### config.mk
export PLATFORM = sky130hd
export DESIGN_NAME = nvdla_nocif_wr_rsp_eg
export DESIGN_NICKNAME = d
export VERILOG_FILES = /design/src/rtl/nvdla_nocif_pkg.sv /design/src/rtl/nvdla_nocif_skid2.sv /design/src/rtl/nvdla_nocif_wr_rsp_eg.sv
export SDC_FILE = /design/constraint.sdc
export NUM_CORES = 1
export LEC_CHECK = 0
export CAP_MARGIN = 5
export CORE_MARGIN = 5
export CORE_UTILIZATION = 25
export CTS_BUF_LIST = sky130_fd_sc_hd__clkbuf_16
export DETAILED_ROUTE_END_ITERATION = 6
export GPL_ROUTABILITY_DRIVEN = 0
export SYNTH_ARGS = -nofsm -noshare
export SYNTH_HDL_FRONTEND = slang
export SYNTH_SLANG_ARGS = --single-unit
export TNS_END_PERCENT = 30
### constraint.sdc
create_clock -name nvdla_core_clk -period 3.6 [get_ports nvdla_core_clk]
set_input_delay 0.54 -clock nvdla_core_clk [delete_from_list [all_inputs] [get_ports nvdla_core_clk]]
set_output_delay 0.54 -clock nvdla_core_clk [all_outputs]
set_load 0.03 [all_outputs]
### src/rtl/nvdla_nocif_pkg.sv
// nvdla_nocif_pkg: shared payload field offsets and client-index width helper
package nvdla_nocif_pkg;
    localparam int REQ_ACK_BIT = 0;
    localparam int LEN_LSB = 1;
    function automatic int client_idx_w(input int n);
        return (n > 1) ? $clog2(n) : 0;
    endfunction
endpackage

### src/rtl/nvdla_nocif_skid2.sv
// nvdla_nocif_skid2: 2-entry skid FIFO with registered ready, full throughput
module nvdla_nocif_skid2 #(
    parameter int DW = 8
) (
    input  logic          nvdla_core_clk,
    input  logic          nvdla_core_rstn,
    input  logic          in_vld,
    output logic          in_rdy,
    input  logic [DW-1:0] in_pd,
    output logic          out_vld,
    output logic [DW-1:0] out_pd,
    input  logic          out_pop
);
    logic [DW-1:0] mem [2];
    logic          wp, rp;
    logic [1:0]    cnt, cnt_nxt;
    logic          push, pop;
    assign push    = in_vld & in_rdy;
    assign pop     = out_pop & out_vld;
    assign cnt_nxt = cnt + {1'b0, push} - {1'b0, pop};
    assign out_vld = cnt != 2'd0;
    assign out_pd  = mem[rp];
    always_ff @(posedge nvdla_core_clk or negedge nvdla_core_rstn) begin
        if (!nvdla_core_rstn) begin
            cnt    <= 2'd0;
            wp     <= 1'b0;
            rp     <= 1'b0;
            in_rdy <= 1'b0;
        end else begin
            cnt    <= cnt_nxt;
            in_rdy <= cnt_nxt != 2'd2;
            wp     <= wp ^ push;
            rp     <= rp ^ pop;
        end
    end
    always_ff @(posedge nvdla_core_clk) begin
        if (push) mem[wp] <= in_pd;
    end
endmodule

### src/rtl/nvdla_nocif_wr_rsp_eg.sv
// nvdla_nocif_wr_rsp_eg: routes AXI B responses to per-client context queues.
// Define NVDLA_NOCIF_WR_RSP_ERR_EN to carry bresp and emit wr_rsp_err pulses.
module nvdla_nocif_wr_rsp_eg
    import nvdla_nocif_pkg::*;
#(
    parameter int NUM_CLIENT = 5,
    parameter int AXID_W = 8,
    parameter int LEN_W = 2
) (
    input  logic                            nvdla_core_clk,
    input  logic                            nvdla_core_rstn,
    input  logic                            noc2nocif_axi_b_bvalid,
    output logic                            noc2nocif_axi_b_bready,
    input  logic [AXID_W-1:0]               noc2nocif_axi_b_bid,
`ifdef NVDLA_NOCIF_WR_RSP_ERR_EN
    input  logic [1:0]                      noc2nocif_axi_b_bresp,
    output logic [NUM_CLIENT-1:0]           wr_rsp_err,
`endif
    input  logic [NUM_CLIENT-1:0]           cq_rd_pvld,
    output logic [NUM_CLIENT-1:0]           cq_rd_prdy,
    input  logic [NUM_CLIENT*(LEN_W+1)-1:0] cq_rd_pd,
    output logic [NUM_CLIENT-1:0]           wr_rsp_complete,
    output logic                            eg2ig_axi_vld,
    output logic [LEN_W-1:0]                eg2ig_axi_len,
    output logic                            eg_bad_id
);
    localparam int PW = LEN_W + 1;
    localparam logic [AXID_W-1:0] MASK = AXID_W'((1 << client_idx_w(NUM_CLIENT)) - 1);
`ifdef NVDLA_NOCIF_WR_RSP_ERR_EN
    localparam int DW = AXID_W + 2;
`else
    localparam int DW = AXID_W;
`endif
    logic [DW-1:0]         in_pd, head_pd;
    logic [AXID_W-1:0]     head_bid;
    logic                  head_vld, head_pop, legal, sel_pvld, sel_ack, pop;
    logic [LEN_W-1:0]      sel_len;
    logic [NUM_CLIENT-1:0] onehot;
`ifdef NVDLA_NOCIF_WR_RSP_ERR_EN
    assign in_pd = {noc2nocif_axi_b_bresp, noc2nocif_axi_b_bid};
`else
    assign in_pd = noc2nocif_axi_b_bid;
`endif
    assign head_bid = head_pd[AXID_W-1:0];
    nvdla_nocif_skid2 #(.DW(DW)) u_skid (
        .nvdla_core_clk (nvdla_core_clk),
        .nvdla_core_rstn(nvdla_core_rstn),
        .in_vld         (noc2nocif_axi_b_bvalid),
        .in_rdy         (noc2nocif_axi_b_bready),
        .in_pd          (in_pd),
        .out_vld        (head_vld),
        .out_pd         (head_pd),
        .out_pop        (head_pop)
    );
    // an ID whose masked index matches no client is illegal and gets dropped
    always_comb begin
        onehot   = '0;
        legal    = 1'b0;
        sel_pvld = 1'b0;
        sel_ack  = 1'b0;
        sel_len  = '0;
        for (int i = 0; i < NUM_CLIENT; i++) begin
            if ((head_bid & MASK) == AXID_W'(i)) begin
                onehot[i] = 1'b1;
                legal     = 1'b1;
                sel_pvld  = cq_rd_pvld[i];
                sel_ack   = cq_rd_pd[i*PW+REQ_ACK_BIT];
                sel_len   = cq_rd_pd[i*PW+LEN_LSB +: LEN_W];
            end
        end
    end
    assign cq_rd_prdy    = head_vld ? onehot : '0;
    assign pop           = head_vld & legal & sel_pvld;
    assign head_pop      = pop | (head_vld & ~legal);
    assign eg2ig_axi_vld = pop;
    assign eg2ig_axi_len = pop ? sel_len : '0;
    always_ff @(posedge nvdla_core_clk or negedge nvdla_core_rstn) begin
        if (!nvdla_core_rstn) begin
            wr_rsp_complete <= '0;
            eg_bad_id       <= 1'b0;
        end else begin
            wr_rsp_complete <= (pop & sel_ack) ? onehot : '0;
            eg_bad_id       <= eg_bad_id | (head_vld & ~legal);
        end
    end
`ifdef NVDLA_NOCIF_WR_RSP_ERR_EN
    always_ff @(posedge nvdla_core_clk or negedge nvdla_core_rstn) begin
        if (!nvdla_core_rstn) wr_rsp_err <= '0;
        else wr_rsp_err <= (pop && head_pd[DW-1 -: 2] != 2'd0) ? onehot : '0;
    end
`endif
endmodule

After elaboration in Yosys (flattened, before gate mapping)
Memories as Yosys holds them, arrays and structs flattened.
Index checks and enable logic that the tools add are counted.
Storage, ports and cells
  output and inout port bits: 15
  logic and storage cells: 56
  bits in writable memories: 16
  memories kept: 1
  bits of input ports: 31
  register bits after elaboration: 11
Memory list
  u_skid.mem: words 2, width 8, rd ports 1, clocked after Yosys merged registers in 0, write ports 1, line nvdla_nocif_skid2.sv:14  | logic [DW-1:0] mem [2];
Cells by class
  equality and inequality tests: 5
  bitwise logic cells: 11
  multiplexer cells: 29
  $add $sub $neg: 2
  reductions and logical operators: 2
Operator list (count)
  1-bit 2-to-1 mux: 21
  2-bit 2-to-1 mux: 6
  5-bit 2-to-1 mux: 2
  8-bit zero test: 1
  1-bit bitwise AND: 6
  3-bit by 2-bit equality test with 1-bit output (second input constant): 2
  3-bit by 1-bit equality test with 1-bit output (second input constant): 1
  3-bit equality test (second input constant): 1
  2-bit by 1-bit adder with 2-bit output: 1
  2-bit != test (second input constant): 1
  1-bit bitwise OR: 2
  2-bit nonzero test: 1
  2-bit by 1-bit subtractor with 2-bit output: 1
  1-bit bitwise XOR: 2
  1-bit inverter: 1

Longest topological paths before layout
Gate-level depths: netlist of the first run.
An unclocked memory read counts as a cell.
  depth after elaboration: 13
  mapped depth: 11
  depth with buffers taken out: 10

By module
From an unflattened synthesis of the first run, not the netlist that was laid out.
Second synthesis, totals
  cell total of the unflattened synthesis: 97
  area total of the unflattened synthesis: 1315.0 sq um
By module, submodules not included
  nvdla_nocif_skid2: cells an instance 51, area each 843.3 sq um, times used 1, seq. area each 605.6 sq um
  nvdla_nocif_wr_rsp_eg: cells an instance 46, area each 471.7 sq um, times used 1, seq. area each 150.1 sq um

Worst setup path after synthesis of the first run
OpenSTA, ideal clock, no wires.
  kind: reg-to-output
  start point: reg u_skid.rp
  end point: out eg2ig_axi_len[0]
  path buffers: 1
  path slack: 0.971 ns
  arrival time: 2.089 ns
  data required time: 3.060 ns
  cell stages (with the launch flop): 7
  cells stage by stage: dfrtp_1 > buf_6 > mux2i_4 > mux2i_1 > a22oi_4 > a22oi_2 > nor3_1
On the way
  cells in the longest elaborated chain, start to end: 10
Ends and longest elaborated chain
  from (decl): line nvdla_nocif_skid2.sv:15  | logic wp, rp;
  from (signal assigned): line nvdla_nocif_skid2.sv:33  | rp <= rp ^ pop;
  memory 2 x 8 bit *
  8-bit zero test: line nvdla_nocif_wr_rsp_eg.sv:63  | if ((head_bid & MASK) == AXID_W'(i)) begin
  1-bit 2-to-1 mux (5 in series): line nvdla_nocif_wr_rsp_eg.sv:63
  1-bit bitwise AND (2 in series): line nvdla_nocif_wr_rsp_eg.sv:73  | assign pop = head_vld & legal & sel_pvld;
  2-bit 2-to-1 mux *: line nvdla_nocif_wr_rsp_eg.sv:76  | assign eg2ig_axi_len = pop ? sel_len : '0;
  to (decl): line nvdla_nocif_wr_rsp_eg.sv:24  | output logic [LEN_W-1:0] eg2ig_axi_len,
Every way passes the cells marked *; elsewhere a longest branch is shown, timed or not.

Worst setup path after layout of the first run
  start point: reg u_skid.rp
  end point: out eg2ig_axi_len[1]
The elaborated chain is that of the path after synthesis.

==> summary.txt, run 1 <==
Worst-Margin Slew: 0.511 ns
fraction of final layout cells sized beyond drive strength 1: 16.5%
core area: 3970 µm²
Internal Pwr Total: 0.000715 W
R2R cell count: 10
max_cap viols: 0
main combinational cell family by area after synthesis: simple AND/OR/NAND/NOR gates
Antenna Nets Post-Route: 0
Hold Crit Endpoint: eg_bad_id
clock sinks: 17
HPWL after detailed placement: 2.01 mm
Required @ worst endpoint: 3.06 ns
Seq/Total Area, Yosys: 44.9%
simple-gate share of the synthesized area: 18.1%
io pins: 46
slowest CP cell: clkdlybuf4s50_1
post-cts resize count: 0
Reg area: 455 µm²
clock root buffer master: clkbuf_16
Yosys warnings: 0
post-synth top area cell: dfrtp_1
min Tclk post-route: 3.32 ns
1st-pass router iterations: 4
final std cells w/o fill: 183
final setup skew: 0.00129 ns
Primary FF master, synth: dfrtp_1
max-slew violation count: 0
Post-Place Cells: 179
total track usage: 9.18%
Sw Pwr: 0.000464 W
Hold Violations, Final: 0
initial DRC count: 32
Peak VDD IR: 0.000371 V
Post-synth EDFFs: 6
Max Fclk: 301 MHz
power per standard cell area: 758 nW/µm²
chip width: 73.7 µm
hold path start: eg_bad_id
Worst slew margin: 65.8%
Logic pwr share: 55.5%
setup_tns: 0 ns
outcome: finished clean
r2r setup slk: 0.88 ns
Mapped Cells: 89
synthesized flop and latch total: 17
maximum fanout along the worst path: 10
RSZ-0062 raised after global routing: false
Initial Util: 25.5%
Post-Syn Area per Cell: 11.4 µm²
vias after detailed routing: 819
postcts setup bufs: 0
worst setup path start: u_skid.rp
latest clock arrival within the worst-skew pair: 0.24 ns
Rows: 23
H-tree levels: 1
final worst-path cycle share: 92.2%
fillers: 396
WS Path Type: reg2out
vias in the first global route: 857
first-pass GRT wire length: 3.90 mm
Critical R2R Capture: u_skid.in_rdy
final setup violating endpoints: 0
Post-Synth XOR/XNOR Area: 3.33%
Hold Crit Class: reg2reg
die area: 5430 µm²
CP Launch Type: flip-flop
IO buf count: 40
Netlist Area Pre-Place: 1010 µm²
initial antenna violation count: 0
Synth top area share: 27.2%
mux cell area share after synthesis: 11.7%
Switching Fraction: 39.4%
Die Ht: 73.7 µm
CTS tree: yes
R2R Path Start: u_skid.rp
ordered list of cells on the worst path: nor3b_1 -> o21a_1 -> and2_1 -> a22oi_2 -> nor3_1 -> clkdlybuf4s50_1
Compound-Gate Fraction of Synth Area: 13.5%
hold path depth: 1
DRC Markers: 0
Cell variety after synth: 36
clock slew at reported path FFs: 0.05 ns
Clock power frac: 18.4%
CP peak stage delay: 0.70 ns
GRT Residual Overflow: 0
LEAKAGE: 0.648 nW
routed len/inst: 13.1 µm
WP data arrival: 2.78 ns
Multi-input gate area: 523 µm²
register share of total power: 26.0%
post-DR vias/cell: 4.48
fraction of registers with async set/reset: 64.7%
hold_buf cts: 0
Num CTS Buffers: 3
pin count of the biggest net entering global routing: 12
Diodes inserted: 0
final wirelength: 2.40 mm
Worst setup EP type: primary output
# nets final: 169
Area Overhead vs Synth: 53.5%
Syn Nets: 124
CTS max path bufs: 2
Synth area leaders: dfrtp_1 27%, edfxtp_1 18%, mux2i_1 5.9%
Adder-Cell Fraction of Synth Area: 4.94%
## critical path: cells and delay by family (launching register included)
| family | cells | cell delay [ns] |
|---|---|---|
| buffers and inverters | 1 | 0.70 |
| AO/OA/AOI/OAI | 2 | 0.41 |
| flip-flops | 1 | 0.64 |
| AND/OR/NAND/NOR | 3 | 0.79 |
## registers in the layout (all words and copies together) (netlist names)
name / flops
u_skid.mem: 6
u_skid.rp: 1
u_skid.in_rdy: 1
wr_rsp_complete: 5
u_skid.cnt: 2
u_skid.wp: 1
eg_bad_id: 1
## area by class of cell
type / count / share of cell area [%]
Clock inverter: 1 / 0.322
Tap cell: 50 / 4.02
Timing Repair Buffer: 42 / 26.7
Clock buffer: 3 / 4.83
Multi-Input combinational cell: 65 / 33.6
Inverter: 5 / 1.21
Sequential cell: 17 / 29.3
## how the worst max path moves through the flow
stage / end / cells past startpoint
2_1_floorplan: eg2ig_axi_len[0] / 6
3_3_place_gp: eg2ig_axi_len[1] / 6
3_5_place_dp: eg2ig_axi_len[1] / 6
4_1_cts: eg2ig_axi_len[1] / 6
5_1_grt: eg2ig_axi_len[1] / 6
6_report: eg2ig_axi_len[1] / 6
## per-stage QoR
step	setup WS [ns]	power [W]	utilization (%)	hold slack (ns)	instance area [µm²]
3_5_place_dp	0.553	0.000969	37.1	0.462	1480
4_1_cts	0.283	0.00119	39.2	0.479	1560
6_report	0.281	0.00118	39.2	0.474	1560
2_1_floorplan	0.971	0.000786	-	0.244	1010
3_3_place_gp	0.616	0.000961	37.1	0.470	1480
5_1_grt	0.0736	0.00126	39.2	0.507	1560
## layer usage
| metal | vias to the layer above | global-route usage (%) | routed length, µm |
|---|---|---|---|
| li1 | 412 | - | - |
| met1 | 379 | 10.0 | 922 |
| met2 | 28 | 17.3 | 1270 |
| met5 | - | 0 | 0 |
| met4 | 0 | 0.604 | 0 |
| met3 | 0 | 3.56 | 210 |
## cell families (layout without fill, tap and decap cells)
| kind of cell | after synthesis | in the layout |
|---|---|---|
| adder cells (fa/ha/maj) | 4 | 4 |
| AND/OR/NAND/NOR | 34 | 34 |
| buffers and inverters | 7 | 51 |
| XOR/XNOR | 3 | 3 |
| flip-flops | 17 | 17 |
| AO/OA/AOI/OAI | 14 | 14 |
| multiplexers | 10 | 10 |
## placed cells by master (no fill, tap or decap), types with 4 or more instances in the layout
cell,synthesis,final
mux2i_1,6,6
inv_1,4,4
nand2_1,6,6
clkdlybuf4s50_1,0,40
ha_1,4,4
nor2_1,5,5
nor3_1,8,8
edfxtp_1,6,6
dfrtp_1,11,11
## cell usage after synthesis, drive strengths merged, types with 2 or more instances
cell,count
buf,2
nor2,5
edfxtp,6
xnor2,2
nor3b,3
and2,3
nor3,8
nand2,6
dfrtp,11
o22ai,4
mux2,2
or2,2
and3,3
a211oi,2
a22oi,2
ha,4
mux2i,8
inv,5
## power groups by stage
stage	clock (W)	combinational [W]	sequential, W
finish	0.000217	0.000655	0.000307
global route	0.000234	0.000716	0.000314
detailed placement	0	0.000659	0.000310
global placement	0	0.000653	0.000308
floorplan	0	0.000483	0.000302
CTS	0.000222	0.000663	0.000306
(Power assumes the default switching activity.)
==> run 2: changes to the inputs <==
==> constraint.sdc (replaced) <==
create_clock -name nvdla_core_clk -period 3.6 [get_ports nvdla_core_clk]
set_input_delay 0.36 -clock nvdla_core_clk [delete_from_list [all_inputs] [get_ports nvdla_core_clk]]
set_output_delay 0.36 -clock nvdla_core_clk [all_outputs]
set_load 0.03 [all_outputs]
==> run 2 against run 1 <==
Final cell count down 1.1%. Critical path depth unchanged. First-iteration DRC count down 13%. Hold slack worse by 0.015 ns. Final area down 0.97%. Sequential share of layout area up 0.29 points. Critical path type unchanged. Critical endpoint unchanged. Largest power group unchanged.
==> summary.txt, run 2 (synthesis gave the netlist of run 1 again) <==
outcome: finished clean
die area: 5430 µm² (unchanged)
maximum fanout along the worst path: 10 (unchanged)
Sw Pwr: 0.000467 W (+0.60%)
Rows: 23 (unchanged)
fraction of final layout cells sized beyond drive strength 1: 15.3% (-1.3 points)
Required @ worst endpoint: 3.24 ns (+0.18 ns)
chip width: 73.7 µm (unchanged)
Largest register FFs: 6 (unchanged)
post-DR vias/cell: 4.49 (+0.36%)
Worst setup EP type: primary output
Initial Util: 25.5% (unchanged)
1st-pass router iterations: 4 (unchanged)
Logic pwr share: 55.0% (-0.5 points)
max_cap viols: 0 (unchanged)
WP data arrival: 2.90 ns (+0.12 ns)
Switching Fraction: 39.9% (+0.47 points)
Worst slew margin: 63.8% (-2.0 points)
RSZ-0062 raised after global routing: false
final setup skew: 0.00123 ns (-0.0000642 ns)
max-slew violation count: 0 (unchanged)
postcts setup bufs: 0 (unchanged)
Antenna Nets Post-Route: 0 (unchanged)
fin area: 1540 µm² (-0.97%)
hold_buf cts: 0 (unchanged)
min Tclk post-route: 3.26 ns (-0.0594 ns)
core area: 3970 µm² (unchanged)
clock root buffer master: clkbuf_16
register share of total power: 26.2% (+0.2 points)
commonest non-fill, non-tap cell in the layout: clkdlybuf4s50_1
Die Ht: 73.7 µm (unchanged)
Area Overhead vs Synth: 52.0%
Hold Violations, Final: 0 (unchanged)
biggest regs: u_skid.mem x6, wr_rsp_complete x5, u_skid.cnt x2
# nets final: 167 (-1.2%)
H-tree levels: 1 (unchanged)
Post-Place Cells: 177 (-1.1%)
final std cells w/o fill: 181 (-1.1%)
power per standard cell area: 761 nW/µm² (+0.37%)
vias after detailed routing: 813 (-0.73%)
pin count of the biggest net entering global routing: 12 (unchanged)
latest clock arrival within the worst-skew pair: 0.24 ns (about the same)
first-pass GRT wire length: 3.88 mm (-0.36%)
io pins: 46 (unchanged)
Largest Register: u_skid.mem
WS Path Type: reg2out
Placed Instance Area: 1460 µm² (-1.0%)
HPWL after detailed placement: 2.02 mm (+0.79%)
post-cts resize count: 0 (unchanged)
final worst-path cycle share: 90.5% (-1.6 points)
clock sinks: 17 (unchanged)
routed len/inst: 13.4 µm (+1.9%)
CTS max path bufs: 2 (unchanged)
final setup violating endpoints: 0 (unchanged)
clock slew at reported path FFs: 0.05 ns (about the same)
Diodes inserted: 0 (unchanged)
total track usage: 9.24% (+0.062 points)
Num CTS Buffers: 3 (unchanged)
final wirelength: 2.42 mm (+0.75%)
initial DRC count: 28 (-13%)
initial antenna violation count: 0 (unchanged)
R2R cell count: 10 (unchanged)
Peak VDD IR: 0.000408 V (+9.9%)
DRC Markers: 0 (unchanged)
LEAKAGE: 0.638 nW (-1.5%)
Worst-Margin Slew: 0.533 ns (+0.0217 ns)
Clock power frac: 18.8% (+0.4 points)
GRT Residual Overflow: 0 (unchanged)
Max Fclk: 307 MHz (+1.8%)
Internal Pwr Total: 0.000705 W (-1.4%)
vias in the first global route: 870 (+1.5%)
most frequent cells in the layout: 40 x clkdlybuf4s50_1, 11 x dfrtp_1, 8 x nor3_1
Hold Crit Class: in2async
CP Launch Type: flip-flop
CTS tree: yes
IO buf count: 40 (unchanged)
setup_tns: 0 ns (unchanged)
-- run 2: cell type report --
class	instances	area, µm²
well taps	50	62.6
clock buffers	3	75.1
clock inverters	1	5.00
inverters	5	18.8
flip-flops and latches	17	455
multi-input cells	65	523
repair buffers	40	400
fillers	401	2430
-- run 2: final timing paths --
check                                       end  slack [ns]            start
max in group asynchronous    wr_rsp_complete[1]        2.79  nvdla_core_rstn
max                            eg2ig_axi_len[1]        0.34        u_skid.rp
max reg2reg                       u_skid.in_rdy        0.69        u_skid.rp
min reg2reg                           eg_bad_id        0.48        eg_bad_id
min in group nvdla_core_clk           eg_bad_id        0.48        eg_bad_id
min                                   u_skid.wp        0.46  nvdla_core_rstn
-- run 2: metal layers --
layer / share of wire, % / wire (µm) / vias up / track usage, %
met4: 0 / 0 / 0 / 1.21
met3: 5.8 / 140 / 0 / 2.74
met2: 52 / 1270 / 24 / 17.0
met1: 42 / 1010 / 382 / 10.7
met5: 0 / 0 / - / 0
li1: - / - / 407 / -
-- run 2: stage by stage --
stage / hold slack (ns) / worst slack (ns) / utilization [%] / power, W
after detailed placement: 0.462 / 0.588 / 36.8 / 0.000960
after global placement: 0.471 / 0.618 / 36.8 / 0.000947
final: 0.459 / 0.340 / 38.8 / 0.00117
after global routing: 0.503 / 0.145 / 38.8 / 0.00127
after floorplan: 0.0644 / 1.09 / - / 0.000786
after CTS: 0.479 / 0.313 / 38.8 / 0.00119
-- run 2: worst max-delay path: stages (launching register included) --
cell,delay [ns]
dfrtp_1,0.65
mux2i_4,0.50
mux2i_1,0.18
a22oi_4,0.29
a22oi_2,0.13
nor3_1,0.20
clkdlybuf4s50_1,0.70
-- run 2: power by group through the flow --
stage / registers [W] / logic, W / clock network (W)
2_1_floorplan: 0.000302 / 0.000483 / 0
3_3_place_gp: 0.000307 / 0.000639 / 0
3_5_place_dp: 0.000311 / 0.000649 / 0
4_1_cts: 0.000307 / 0.000653 / 0.000228
5_1_grt: 0.000315 / 0.000711 / 0.000240
6_report: 0.000307 / 0.000645 / 0.000220
==> run 3: changes to the inputs <==
Settings changed: ABC_AREA from default to 1.
==> run 3 against run 2 <==
Register-to-register slack better by 0.50 ns. Hold slack worse by 0.0099 ns. Final area is 0.41% higher. Sequential share of layout area is 0.12 points lower.
==> summary.txt, run 3 <==
H-tree levels: 1 (unchanged)
Clock power frac: 18.6% (-0.2 points)
Initial Util: 25.6% (+0.063 points)
Synth top area share: 27.1% (-0.067 points)
chip width: 73.8 µm (+0.11%)
fraction of final layout cells sized beyond drive strength 1: 13.9% (-1.4 points)
Hold Violations, Final: 0 (unchanged)
io pins: 46 (unchanged)
post-cts resize count: 0 (unchanged)
initial DRC count: 58 (+110%)
maximum fanout along the worst path: 11 (+1)
Sw Pwr: 0.000522 W (+12%)
register share of total power: 24.0% (-2.2 points)
Switching Fraction: 44.6% (+4.7 points)
Peak VDD IR: 0.000355 V (-13%)
Post-synth EDFFs: 6 (unchanged)
vias after detailed routing: 858 (+5.5%)
max-slew violation count: 0 (unchanged)
synthesized flop and latch total: 17 (unchanged)
routed len/inst: 11.4 µm (-15%)
LEAKAGE: 0.726 nW (+14%)
Final Hold Slack: 0.449 ns (-0.00992 ns)
CTS max path bufs: 2 (unchanged)
Logic pwr share: 57.4% (+2.4 points)
total track usage: 9.95% (+0.71 points)
final worst-path cycle share: 78.9% (-12 points)
WP data arrival: 2.48 ns (-0.42 ns)
final setup skew: 0.00178 ns (+0.000551 ns)
# nets final: 202 (+21%)
dominant cell by count in the synthesized netlist: nand2_1
1st-pass router iterations: 4 (unchanged)
postcts setup bufs: 0 (unchanged)
Largest register FFs: 6 (unchanged)
Diodes inserted: 0 (unchanged)
Commonest cells post-synth: 25 x nand2_1, 20 x inv_1, 16 x nor2_1
Die Ht: 73.8 µm (+0.11%)
min Tclk post-route: 2.84 ns (-0.418 ns)
CP Launch Type: flip-flop
HPWL after detailed placement: 1.99 mm (-1.8%)
final wirelength: 2.45 mm (+1.4%)
most frequent cells in the layout: 40 x clkdlybuf4s50_1, 25 x nand2_1, 21 x inv_1, 16 x nor2_1, 11 x dfrtp_1
fraction of registers with async set/reset: 64.7% (unchanged)
initial antenna violation count: 0 (unchanged)
Num CTS Buffers: 3 (unchanged)
Rows: 23 (unchanged)
clock slew at reported path FFs: 0.05 ns (about the same)
Worst setup EP type: primary output
biggest regs: u_skid.mem x6, wr_rsp_complete x5, u_skid.cnt x2
Primary FF master, synth: dfrtp_1
GRT Residual Overflow: 0 (unchanged)
Worst slew margin: 66.5% (+2.8 points)
final setup violating endpoints: 0 (unchanged)
Internal Pwr Total: 0.000649 W (-8.0%)
WS Path Type: reg2out
setup_tns: 0 ns (unchanged)
DRC Markers: 0 (unchanged)
Mapped Cells: 123 (+38%)
Required @ worst endpoint: 3.24 ns (about the same)
Antenna Nets Post-Route: 0 (unchanged)
Post-Syn Area per Cell: 8.26 µm² (-27%)
Yosys warnings: 0 (unchanged)
post-DR vias/cell: 3.97 (-12%)
core area: 3970 µm² (unchanged)
vias in the first global route: 906 (+4.1%)
power per standard cell area: 757 nW/µm² (-0.56%)
first-pass GRT wire length: 4.09 mm (+5.3%)
max_cap viols: 0 (unchanged)
Netlist Area Pre-Place: 1020 µm² (+0.25%)
Seq/Total Area, Yosys: 44.8% (-0.11 points)
Syn Nets: 158 (+27%)
outcome: finished clean
Worst-Margin Slew: 0.500 ns (-0.0326 ns)
Max Fclk: 352 MHz (+15%)
Hold Crit Class: in2async
clock root buffer master: clkbuf_16
CTS tree: yes
Area Overhead vs Synth: 52.2%
fin util: 38.9% (+0.16 points)
Synth area leaders: dfrtp_1 27%, edfxtp_1 18%, nand2_1 9.2%
RSZ-0062 raised after global routing: false
clock sinks: 17 (unchanged)
post-synth top area cell: dfrtp_1
latest clock arrival within the worst-skew pair: 0.25 ns (about the same)
commonest non-fill, non-tap cell in the layout: clkdlybuf4s50_1
pin count of the biggest net entering global routing: 12 (unchanged)
hold_buf cts: 0 (unchanged)
Cell variety after synth: 22 (-39%)
IO buf count: 40 (unchanged)
die area: 5440 µm² (+0.22%)
Largest Register: u_skid.mem
## run 3: cell count changes after synthesis, sizes merged, moves of 8 or more
cell,before,now
nor2,5,19
inv,5,21
mux2i,8,0
nand2,6,36
nand3,0,9
## run 3: logic make-up (layout without fill, tap and decap cells)
group | count (synthesis) | after routing | synth area share [%]
buffers and inverters | 22 | 65 | 8.87
AND/OR/NAND/NOR | 72 | 72 | 36.6
XOR/XNOR | 2 | 2 | 1.72
flip-flops | 17 | 17 | 44.8
AO/OA/AOI/OAI | 6 | 6 | 3.08
adder cells (fa/ha/maj) | 4 | 4 | 4.93
## run 3: layout make-up
| class | instances | area [µm²] |
|---|---|---|
| flip-flops and latches | 17 | 455 |
| inverters | 21 | 78.8 |
| clock inverters | 1 | 3.75 |
| multi-input cells | 84 | 470 |
| clock buffers | 3 | 75.1 |
| repair buffers | 40 | 400 |
| fillers | 404 | 2420 |
| well taps | 50 | 62.6 |
## run 3: worst max-delay path: stages (launching register included)
cell and delay (ns):
dfrtp_1 0.46, inv_2 0.11, nand2_2 0.09, nand2_2 0.15
nor2_2 0.27, inv_1 0.14, nand2_2 0.11, nand2_4 0.10
nor2_1 0.13, clkdlybuf4s50_1 0.67
## run 3: stage by stage
stage                     power [W]  std cells  worst slack (ns)  cell area, µm²
after floorplan            0.000785        123              1.46            1020
after global placement     0.000956        212              1.02            1470
final                       0.00117        216             0.758            1550
after global routing        0.00128        216             0.536            1550
after detailed placement   0.000964        212              1.00            1470
after CTS                   0.00119        216             0.733            1550
## run 3: worst paths after layout
kind	endpoint	slack [ns]	cells past startpoint	startpoint
min in group nvdla_core_clk	eg_bad_id	0.49	2	eg_bad_id
worst max register to register	u_skid.in_rdy	1.19	15	u_skid.rp
worst max-delay path	eg2ig_axi_len[1]	0.76	9	u_skid.rp
worst min-delay path	u_skid.in_rdy	0.45	1	nvdla_core_rstn
max in group asynchronous	wr_rsp_complete[1]	2.81	1	nvdla_core_rstn
worst min register to register	eg_bad_id	0.49	2	eg_bad_id
## run 3: power by group through the flow
| stage | Sequential (W) | Combinational, W | Clock, W |
|---|---|---|---|
| floorplan | 0.000293 | 0.000492 | 0 |
| global placement | 0.000283 | 0.000673 | 0 |
| detailed placement | 0.000285 | 0.000679 | 0 |
| CTS | 0.000282 | 0.000684 | 0.000224 |
| global route | 0.000288 | 0.000761 | 0.000233 |
| finish | 0.000281 | 0.000671 | 0.000218 |
## run 3: per-layer routing
metal  track usage, %  wire (µm)  share of wire, %  vias up
met4             3.62         43               1.8        0
met1             12.3       1160                47      349
met5                0          0                 0        -
met3             2.87        225               9.2        4
li1                 -          -                 -      471
met2             16.3       1030                42       34
